--- src/rtl/vga_pkg.sv ---
// Shared types and default 640x480@60 timing for the VGA stream scheduler.
package vga_pkg;

  typedef struct packed {
    logic [7:0] r;
    logic [7:0] g;
    logic [7:0] b;
  } rgb_t;

  typedef enum logic [1:0] {
    WAIT_SOP = 2'd0,
    ARMED    = 2'd1,
    RUN      = 2'd2
  } sched_state_t;

  localparam int H_ACTIVE_DEF = 640;
  localparam int H_FP_DEF     = 16;
  localparam int H_SYNC_DEF   = 96;
  localparam int H_BP_DEF     = 48;
  localparam int V_ACTIVE_DEF = 480;
  localparam int V_FP_DEF     = 10;
  localparam int V_SYNC_DEF   = 2;
  localparam int V_BP_DEF     = 33;
  localparam int CLK_DIV_DEF  = 2;

  // Colour-bar palette, left to right across the active line.
  function automatic rgb_t bar_colour(input logic [2:0] idx);
    case (idx)
      3'd0:    bar_colour = rgb_t'(24'hFFFFFF);
      3'd1:    bar_colour = rgb_t'(24'hFFFF00);
      3'd2:    bar_colour = rgb_t'(24'h00FFFF);
      3'd3:    bar_colour = rgb_t'(24'h00FF00);
      3'd4:    bar_colour = rgb_t'(24'hFF00FF);
      3'd5:    bar_colour = rgb_t'(24'hFF0000);
      3'd6:    bar_colour = rgb_t'(24'h0000FF);
      default: bar_colour = rgb_t'(24'h000000);
    endcase
  endfunction

endpackage

--- src/rtl/vga_timing_gen.sv ---
// Pixel-clock divider plus horizontal/vertical raster counters and sync decode.
// With TEST_PATTERN_EN defined it also exports the colour-bar index of the current pixel.
module vga_timing_gen #(
  parameter int H_ACTIVE = 640,
  parameter int H_FP     = 16,
  parameter int H_SYNC   = 96,
  parameter int H_BP     = 48,
  parameter int V_ACTIVE = 480,
  parameter int V_FP     = 10,
  parameter int V_SYNC   = 2,
  parameter int V_BP     = 33,
  parameter int CLK_DIV  = 2,
  localparam int H_TOTAL = H_ACTIVE + H_FP + H_SYNC + H_BP,
  localparam int V_TOTAL = V_ACTIVE + V_FP + V_SYNC + V_BP,
  localparam int DW      = $clog2(CLK_DIV),
  localparam int HW      = $clog2(H_TOTAL),
  localparam int VW      = $clog2(V_TOTAL)
) (
  input  logic       clk,
  input  logic       reset_n,
`ifdef TEST_PATTERN_EN
  output logic [2:0] bar_o,
`endif
  output logic       tick_o,
  output logic       active_o,
  output logic       first_px_o,
  output logic       hs_o,
  output logic       vs_o,
  output logic       vga_clk_o
);

  logic [DW-1:0] div_q, div_d;
  logic [HW-1:0] h_q, h_d;
  logic [VW-1:0] v_q, v_d;

  always_comb begin
    tick_o = (div_q == DW'(CLK_DIV - 1));
    div_d  = tick_o ? '0 : div_q + DW'(1);
    h_d    = h_q;
    v_d    = v_q;
    if (tick_o) begin
      if (h_q == HW'(H_TOTAL - 1)) begin
        h_d = '0;
        v_d = (v_q == VW'(V_TOTAL - 1)) ? '0 : v_q + VW'(1);
      end else begin
        h_d = h_q + HW'(1);
      end
    end
  end

  always_ff @(posedge clk or negedge reset_n) begin
    if (!reset_n) begin
      div_q <= '0;
      h_q   <= '0;
      v_q   <= '0;
    end else begin
      div_q <= div_d;
      h_q   <= h_d;
      v_q   <= v_d;
    end
  end

  // Sync windows compared in int to stay safe when a porch is zero.
  assign active_o   = (int'(h_q) < H_ACTIVE) && (int'(v_q) < V_ACTIVE);
  assign first_px_o = (h_q == '0) && (v_q == '0);
  assign hs_o       = !((int'(h_q) >= H_ACTIVE + H_FP) && (int'(h_q) < H_ACTIVE + H_FP + H_SYNC));
  assign vs_o       = !((int'(v_q) >= V_ACTIVE + V_FP) && (int'(v_q) < V_ACTIVE + V_FP + V_SYNC));
  assign vga_clk_o  = int'(div_q) >= CLK_DIV / 2;
`ifdef TEST_PATTERN_EN
  assign bar_o      = 3'(int'(h_q) / (H_ACTIVE / 8));
`endif

endmodule

--- src/rtl/vga_stream_scheduler.sv ---
// Paces an RGB888 ready/valid stream onto VGA pins, keeping it frame-aligned via SOP.
// Optional colour-bar generator enabled by defining TEST_PATTERN_EN (adds pattern_sel).
module vga_stream_scheduler
  import vga_pkg::*;
#(
  parameter int H_ACTIVE = H_ACTIVE_DEF,
  parameter int H_FP     = H_FP_DEF,
  parameter int H_SYNC   = H_SYNC_DEF,
  parameter int H_BP     = H_BP_DEF,
  parameter int V_ACTIVE = V_ACTIVE_DEF,
  parameter int V_FP     = V_FP_DEF,
  parameter int V_SYNC   = V_SYNC_DEF,
  parameter int V_BP     = V_BP_DEF,
  parameter int CLK_DIV  = CLK_DIV_DEF
) (
  input  logic        clk,
  input  logic        reset_n,
  input  logic [23:0] in_data,
  input  logic        in_valid,
  input  logic        in_sop,
`ifdef TEST_PATTERN_EN
  input  logic        pattern_sel,
`endif
  output logic        in_ready,
  output logic        frame_start,
  output logic        locked,
  output logic [15:0] underflow_cnt,
  output logic        vga_clk,
  output logic        vga_hs,
  output logic        vga_vs,
  output logic        vga_blank,
  output logic        vga_sync,
  output logic [7:0]  vga_r,
  output logic [7:0]  vga_g,
  output logic [7:0]  vga_b
);

  logic tick, active, first_px, hs_c, vs_c;
`ifdef TEST_PATTERN_EN
  logic [2:0] bar;
`endif

  vga_timing_gen #(
    .H_ACTIVE(H_ACTIVE), .H_FP(H_FP), .H_SYNC(H_SYNC), .H_BP(H_BP),
    .V_ACTIVE(V_ACTIVE), .V_FP(V_FP), .V_SYNC(V_SYNC), .V_BP(V_BP),
    .CLK_DIV(CLK_DIV)
  ) u_timing (
    .clk       (clk),
    .reset_n   (reset_n),
`ifdef TEST_PATTERN_EN
    .bar_o     (bar),
`endif
    .tick_o    (tick),
    .active_o  (active),
    .first_px_o(first_px),
    .hs_o      (hs_c),
    .vs_o      (vs_c),
    .vga_clk_o (vga_clk)
  );

  sched_state_t state_q, state_d;
  logic [15:0]  uf_q, uf_d;
  rgb_t         rgb_q, pix_d;
  logic         hs_q, vs_q, blank_q;
  logic         ready_c, run_now, pix_slot;

  assign frame_start = tick & first_px;
  assign pix_slot    = tick & active;
  // An ARMED scheduler owns the (0,0) slot itself, so the held SOP beat is taken at frame_start.
  assign run_now     = (state_q == RUN) || ((state_q == ARMED) && frame_start);

  always_comb begin
    state_d = state_q;
    ready_c = 1'b0;
    pix_d   = '0;
    uf_d    = uf_q;
    case (state_q)
      WAIT_SOP: begin
        ready_c = !(in_valid && in_sop);
        if (in_valid && in_sop) state_d = ARMED;
      end
      default: begin
        if (run_now) begin
          ready_c = pix_slot && !(in_sop && !first_px);
          if (pix_slot) begin
            state_d = RUN;
            if (!in_valid) begin
              if (uf_q != 16'hFFFF) uf_d = uf_q + 16'd1;
            end else if (in_sop && !first_px) begin
              state_d = ARMED;
            end else begin
              pix_d = rgb_t'(in_data);
              if (first_px && !in_sop) state_d = WAIT_SOP;
            end
          end
        end
      end
    endcase
`ifdef TEST_PATTERN_EN
    if (pattern_sel) begin
      state_d = WAIT_SOP;
      ready_c = 1'b0;
      uf_d    = uf_q;
      pix_d   = active ? bar_colour(bar) : '0;
    end
`endif
  end

  always_ff @(posedge clk or negedge reset_n) begin
    if (!reset_n) begin
      state_q <= WAIT_SOP;
      uf_q    <= '0;
      hs_q    <= 1'b1;
      vs_q    <= 1'b1;
      blank_q <= 1'b0;
      rgb_q   <= '0;
    end else begin
      state_q <= state_d;
      uf_q    <= uf_d;
      if (tick) begin
        hs_q    <= hs_c;
        vs_q    <= vs_c;
        blank_q <= active;
        rgb_q   <= pix_d;
      end
    end
  end

  // Gated by reset_n so the handshake is closed while reset is held.
  assign in_ready      = reset_n & ready_c;
  assign locked        = (state_q == RUN);
  assign underflow_cnt = uf_q;
  assign vga_hs        = hs_q;
  assign vga_vs        = vs_q;
  assign vga_blank     = blank_q;
  assign vga_sync      = 1'b0;
  assign vga_r         = rgb_q.r;
  assign vga_g         = rgb_q.g;
  assign vga_b         = rgb_q.b;

endmodule

--- config.mk ---
export PLATFORM = sky130hd
export DESIGN_NAME = vga_stream_scheduler
export DESIGN_NICKNAME = d
export VERILOG_FILES = /design/src/rtl/vga_pkg.sv /design/src/rtl/vga_timing_gen.sv /design/src/rtl/vga_stream_scheduler.sv
export SDC_FILE = /design/constraint.sdc
export NUM_CORES = 1
export LEC_CHECK = 0
export BUFFER_PORTS_ARGS = -buffer_cell sky130_fd_sc_hd__buf_4
export CAP_MARGIN = 0
export CELL_PAD_IN_SITES_DETAIL_PLACEMENT = 2
export CELL_PAD_IN_SITES_GLOBAL_PLACEMENT = 2
export CORE_ASPECT_RATIO = 1.1
export CORE_UTILIZATION = 30
export DETAILED_ROUTE_END_ITERATION = 10
export HOLD_SLACK_MARGIN = 0.06
export MAX_ROUTING_LAYER = met4
export PLACE_DENSITY_LB_ADDON = 0.1
export SETUP_SLACK_MARGIN = 0.5
export SLEW_MARGIN = 20
export SYNTH_ARGS = -nofsm -noshare
export SYNTH_HDL_FRONTEND = slang
export SYNTH_HIERARCHICAL = 1
export SYNTH_SLANG_ARGS = --single-unit
export TNS_END_PERCENT = 30
--- constraint.sdc ---
create_clock -name clk -period 3.6 [get_ports clk]
set_input_delay 0.36 -clock clk [delete_from_list [all_inputs] [get_ports clk]]
set_output_delay 0.36 -clock clk [all_outputs]
set_load 0.1 [all_outputs]
==> Word-level counts from Yosys, hierarchy flattened <==
Index checks and enable logic that the tools add are counted.
{ "totals": {"memories": 0, "ram_bits": 0, "word_cells": 74, "latch_bits": 0, "out_inout_bits": 48, "register_bits": 66, "romBits": 0, "in_bits": 28} }
{ "op_classes": {"shift": 0, "multipliers": 0, "eq_ne": 6, "addsub": 4, "n_reduce_logical": 24, "div_mod_pow": 0, "magnitude_cmp": 7, "bitwise_logic": 5, "muxes": 17} }
{ "ops": {"columns": ["op", "count"], "rows": [
  ["24-bit two-way mux", 5],
  ["10-bit by 1-bit adder with 10-bit output (second input constant)", 2],
  ["10-bit equality test (second input constant)", 2],
  ["10-bit zero test", 2],
  ["10-bit less-than comparator (second input constant)", 2],
  ["10-bit by 9-bit less-than comparator with 1-bit output (second input constant)", 2],
  ["10-bit two-way mux", 2],
  ["16-bit by 1-bit adder with 16-bit output (second input constant)", 1],
  ["16-bit inequality test (second input constant)", 1],
  ["2-bit two-way mux", 7],
  ["10-bit greater-or-equal comparator (second input constant)", 1],
  ["10-bit by 9-bit greater-or-equal comparator with 1-bit output (second input constant)", 1],
  ["1-bit logical AND", 9],
  ["1-bit zero test", 6],
  ["5-bit AND reduction", 1],
  ["2-bit nonzero test", 2],
  ["1-bit bitwise AND", 3],
  ["1-bit two-way mux", 3],
  ["3-bit AND reduction", 1],
  ["2-bit by 1-bit equality test with 1-bit output (second input constant)", 1],
  ["2-bit equality test (second input constant)", 1],
  ["2-bit zero test", 1],
  ["2-bit inequality test (second input constant)", 1],
  ["1-bit inverter", 2],
  ["other kinds (4)", 4]
]} }

==> Longest topological paths before layout <==
{ "logic_depth": {"depth_word": 9, "ltp_mapped": 12, "ltp_nobuf": 11} }

==> By module <==
The synthesis kept the hierarchy.
{ "by_module_without_submodules": {"columns": ["mod", "cells_each", "area_per_inst_um2", "n_inst"], "rows": [
  ["vga_stream_scheduler", 161, 2025.7, 1],
  ["vga_timing_gen", 122, 1163.6, 1]
]} }

==> Worst setup path after synthesis <==
OpenSTA, ideal clock, no wires.
{ "synth_timing": {"kind": "reg-to-output", "startpoint": "reg u_timing.v_q[7]", "endpoint": "out in_ready", "path_stages_with_launch": 10, "t_arrival_ns": 3.121, "n_path_buf": 0, "slack_ns": 0.119, "cell_sequence": "dfrtp_1 > nor4_1 > nand4_1 > nor4_1 > inv_1 > ha_1 > and3b_1 > a31oi_1 > o2bb2ai_1 > and2_1"} }
{ "synth_via": {"elab_chain_len": 9, "elab_cells_between_ends": 15, "cone_classes": "1 x order compare; 2 x mux; 3 x bitwise; 9 x reduce/logical"} }
{ "synth_rtl": {"columns": ["item", "line_no", "text"], "rows": [
  ["start: declaration", "vga_timing_gen.sv:34", "logic [VW-1:0] v_q, v_d;"],
  ["start signal: assignment", "vga_timing_gen.sv:59", "v_q <= v_d;"],
  ["10-bit zero test (*)", "vga_timing_gen.sv:65", "assign first_px_o = (h_q == '0) && (v_q == '0);"],
  ["1-bit logical AND (*)", "vga_timing_gen.sv:65", null],
  ["net first_px", "vga_stream_scheduler.sv:38", "logic tick, active, first_px, hs_c, vs_c;"],
  ["1-bit zero test", "vga_stream_scheduler.sv:84", "ready_c = pix_slot && !(in_sop && !first_px);"],
  ["1-bit logical AND", "vga_stream_scheduler.sv:84", null],
  ["1-bit zero test", "vga_stream_scheduler.sv:84", null],
  ["1-bit logical AND", "vga_stream_scheduler.sv:84", null],
  ["1-bit two-way mux (*)", "vga_stream_scheduler.sv:83", "if (run_now) begin"],
  ["1-bit two-way mux (*)", "vga_stream_scheduler.sv:77", "case (state_q)"],
  ["1-bit bitwise AND (*)", "vga_stream_scheduler.sv:130", "assign in_ready = reset_n & ready_c;"],
  ["end: declaration", "vga_stream_scheduler.sv:24", "output logic in_ready,"]
]} }
The timed path passes the listed nets; every way through them passes the cells marked *.

==> Worst setup path in the final report <==
{ "layout_timing": {"startpoint": "reg u_timing.h_q[0]", "endpoint": "out in_ready"} }
{ "layout_via": {"elab_chain_len": 9, "elab_cells_between_ends": 15, "cone_classes": "1 x order compare; 2 x mux; 3 x bitwise; 9 x reduce/logical"} }
{ "layout_rtl": {"columns": ["item", "line_no", "text"], "rows": [
  ["start: declaration", "vga_timing_gen.sv:33", "logic [HW-1:0] h_q, h_d;"],
  ["start signal: assignment", "vga_timing_gen.sv:54", "h_q <= '0;"],
  ["start signal: assignment", "vga_timing_gen.sv:58", "h_q <= h_d;"],
  ["10-bit zero test (*)", "vga_timing_gen.sv:65", null],
  ["1-bit logical AND (*)", "vga_timing_gen.sv:65", null],
  ["net first_px", "vga_stream_scheduler.sv:38", null],
  ["1-bit zero test", "vga_stream_scheduler.sv:84", null],
  ["1-bit logical AND", "vga_stream_scheduler.sv:84", null],
  ["1-bit zero test", "vga_stream_scheduler.sv:84", null],
  ["1-bit logical AND", "vga_stream_scheduler.sv:84", null],
  ["1-bit two-way mux (*)", "vga_stream_scheduler.sv:83", null],
  ["1-bit two-way mux (*)", "vga_stream_scheduler.sv:77", null],
  ["1-bit bitwise AND (*)", "vga_stream_scheduler.sv:130", null]
]} }
Marks and branches as above.

==> metrics.md <==
| Metric | Value |
|---|---|
| Post-route ant nets | `0` |
| CTS tree | `yes` |
| Yosys synthesis warning count | `6` |
| Max-Cap Viols | `0` |
| Crit Path Class | `flop to output port` |
| Slowest cell delay on critical path | `approximately 0.39 ns` |
| Reg clk slew, reported paths | `0.06 ns` |
| CP max-delay cell | `dfrtp_1` |
| Setup TNS | `0 ns` |
| Commonest non-fill, non-tap cells in the layout | `buf_4, dfrtp_1, a22o_1, nand2_1, o21ai_0` |
| Initial antenna violation count | `0` |
| Worst Tran Pin Value | `about 0.86 ns` |
| Synth Net Count | `317` |
| Antenna diodes | `0` |
| H-tree Lvls | `3` |
| Cell leakage power | `between 2 and 2.5 nW` |
| Initial DRC count | `63` |
| Clock sinks | `66` |
| DR pass1 iterations | `4` |
| Initial core utilization | `between 30% and 40%` |
| P_int | `1.32 mW` |
| GRT Total Usage | `around 18%` |
| Pwr Density | `roughly 400 mW/mm^2` |
| Detailed Place HPWL | `around 6200 microns` |
| Site row count | `39` |
| Hold Vio Cnt, Final | `0` |
| CP Buf/Inv Count | `3` |
| GRT met2 Usage | `between 20 and 30%` |
| Critical path cell sequence | `inv_2, ha_4, nor4b_4, nand4_1, nor4_4, inv_1, ha_2, and3b_2, a31oi_1, o2bb2ai_1, and2_4, buf_12` |
| Met1 GRT Util | `23.0%` |
| Final setup violation count | `0` |
| Fraction of layout cells with a size suffix above 1 | `approximately two fifths` |
| CP top delay family | `simple AND/OR/NAND/NOR gates` |
| Die span in y | `roughly 110 microns` |
| WHS Path Cells | `2` |
| # port buffers | `between 70 and 80` |
| Largest net degree at the start of global routing | `67` |
| Total Wirelength | `9250 microns` |
| Fin worst setup slack | `approximately 0.53 ns` |
| Crit. End Element | `output port` |
| Met3 Use GR | `~3.2%` |
| GRT overflow | `0` |
| GP Congestion | `between 0.7 and 0.8` |
| Sw Share | `between 20% and 30%` |
| Commonest non-fill, non-tap cell in the layout | `buf_4` |
| Slew headroom | `roughly 43%` |
| Tmin final | `between 3 and 4 ns` |
| Busiest layer in global routing | `met2` |
| Final net count | `just over 400` |
| RSZ-0062 raised after global routing | `yes` |
| Sequential fraction of design power | `44.1%` |
| Final period util | `85.3%` |
| Sequential area share after synthesis | `about half` |
| Clock power frac | `48.9%` |
| Drt wl/cell | `roughly 18 microns` |
| R2r worst-path depth | `11` |
| Cts bufs inserted | `9` |
| Max Fclk | `between 300 and 400 MHz` |
| Max Buffers Root-to-Sink | `2` |
| Post-synth ARST share | `100%` |
| Number of synthesized flops with an enable pin | `0` |
| WP depth | `12` |
| Post-route DRC | `0` |
| Vias in the first global route | `2752` |
| CP Max Fanout | `3` |
| Vias/cell | `just over 5` |
| I/O Pins | `76` |
| Synth Instances | `~280` |
| Reg2Reg Setup Slack | `roughly 0.8 ns` |
| Worst hold path type | `input port to flop` |
| First-pass GRT wire length | `roughly 15000 microns` |
| Outcome | `finished clean` |
| Sw power | `about 0.4 mW` |
| Synthesized area per cell | `roughly 11 sq um` |
| Hold buffers post-CTS | `0` |
| Crit start category | `flop` |
| Place WS | `0.421 ns` |
| CP required | `roughly 3.2 ns` |
| Crit path DAT | `around 2.7 ns` |
| Synth Cell Area | `approximately 0.0032 sq mm` |
| Max Transition Viols Final | `0` |
| Core area | `~0.010 sq mm` |
| Netlist cell types | `59` |
| Main flop type after synthesis | `dfrtp_1` |
| Die width | `~100 microns` |
| Logic pwr share | `7.1%` |
| Vias post-DR | `between 2000 and 3000` |
| Clk_lat worst skew | `0.33 ns` |
| Synth-to-layout area growth | `36.9%` |
| Clk root buf | `clkbuf_16` |
| Worst Clk Skew | `0.00441 ns` |
| Worst IR Drop VDD | `~240 uV` |
| Die area | `0.0110 sq mm` |
| Yosys reg bits | `66` |
[power by group through the flow]
stage	combinational, mW	sequential (mW)	clock [mW]
after global routing	0.131	0.765	0.899
final	0.122	0.764	0.848
after detailed placement	0.122	0.776	0
after floorplan	0.0221	0.818	0
after CTS	0.123	0.763	0.870
after global placement	0.120	0.776	0
[layout make-up]
cell class	instances	area, sq um
Clock buffer	13	240
Tap cell	143	179
Inverter	10	37.5
Timing Repair Buffer	92	703
Clock inverter	3	40.0
Fill cell	1106	5980
Multi-Input combinational cell	197	1510
Sequential cell	66	1660
[cells in the mapped netlist, types with 2 or more instances]
master	number	share of area, %
nor3_1	7	1.1
a22o_1	25	6.9
a31oi_1	5	0.98
inv_1	10	1.2
a21oi_1	3	0.47
xor2_1	11	3.0
nand2_1	24	2.8
nor4b_1	2	0.55
and3_1	2	0.39
clkbuf_1	2	0.24
nor4_1	4	0.78
nor2_1	10	1.2
nand2b_1	2	0.39
nand4_1	13	2.6
nand3_1	10	1.6
dfrtp_1	64	50
or4_1	4	0.94
mux2_2	5	1.8
or3_1	2	0.39
and3_2	3	0.71
xnor2_1	10	2.7
dfstp_2	2	1.6
o21ai_0	14	2.2
mux2i_1	2	0.63
buf_4	3	0.71
buf_2	4	0.63
ha_1	6	2.4
nor3b_1	3	0.71
[sequential cells by signal (all words and copies together), names as in the netlist, 2 cells and up]
name / count
u_timing/v_q: 10
state_q: 2
vga_r: 8
vga_g: 8
vga_b: 8
underflow_cnt: 16
u_timing/h_q: 10
[final timing paths]
| check | start | to |
|---|---|---|
| min | in_data[20] | vga_r[4] |
| max in group asynchronous | reset_n | u_timing/h_q[4] |
| max reg2reg | u_timing/h_q[0] | underflow_cnt[12] |
| max | u_timing/h_q[0] | in_ready |
| min in group asynchronous | reset_n | u_timing/v_q[8] |
| min reg2reg | underflow_cnt[15] | underflow_cnt[15] |
[per-stage QoR]
stage | hold WS, ns | std cells | util (%) | power, mW | instance area, sq um
final | 0.250 | 524 | 42.2 | 1.73 | 4370
after global routing | 0.247 | 524 | 42.2 | 1.80 | 4370
after CTS | 0.243 | 518 | 41.6 | 1.76 | 4300
after detailed placement | 0.502 | 495 | 37.8 | 0.899 | 3910
after global placement | 0.494 | 495 | 37.8 | 0.896 | 3910
after floorplan | 0.0644 | 283 | - | 0.840 | 3190
[kinds of logic after synthesis]
kind of cell | share of synthesized area (%)
compound gates | 14.8
xor+xnor | 5.77
fa+ha+maj | 2.35
buf+inv | 3.10
flops | 51.9
mux | 2.39
other cells | 0.118
simple gates | 19.7
[layer usage]
metal	wire length, microns	vias up	part of all wire [%]
met5	0	-	0
met4	136	0	1.5
met3	386	9	4.2
met2	4420	50	48
met1	4310	1341	47
li1	-	1238	-
[repair_timing]
action                     4_1_cts  5_1_grt
setup buffers                    7        6
gates cloned                     0        0
setup endpoints to repair        1        1
pin swaps                        2        6
hold endpoints to repair         0        0
resized for setup               15        6
Note: power is estimated with default switching activity, not from simulation.
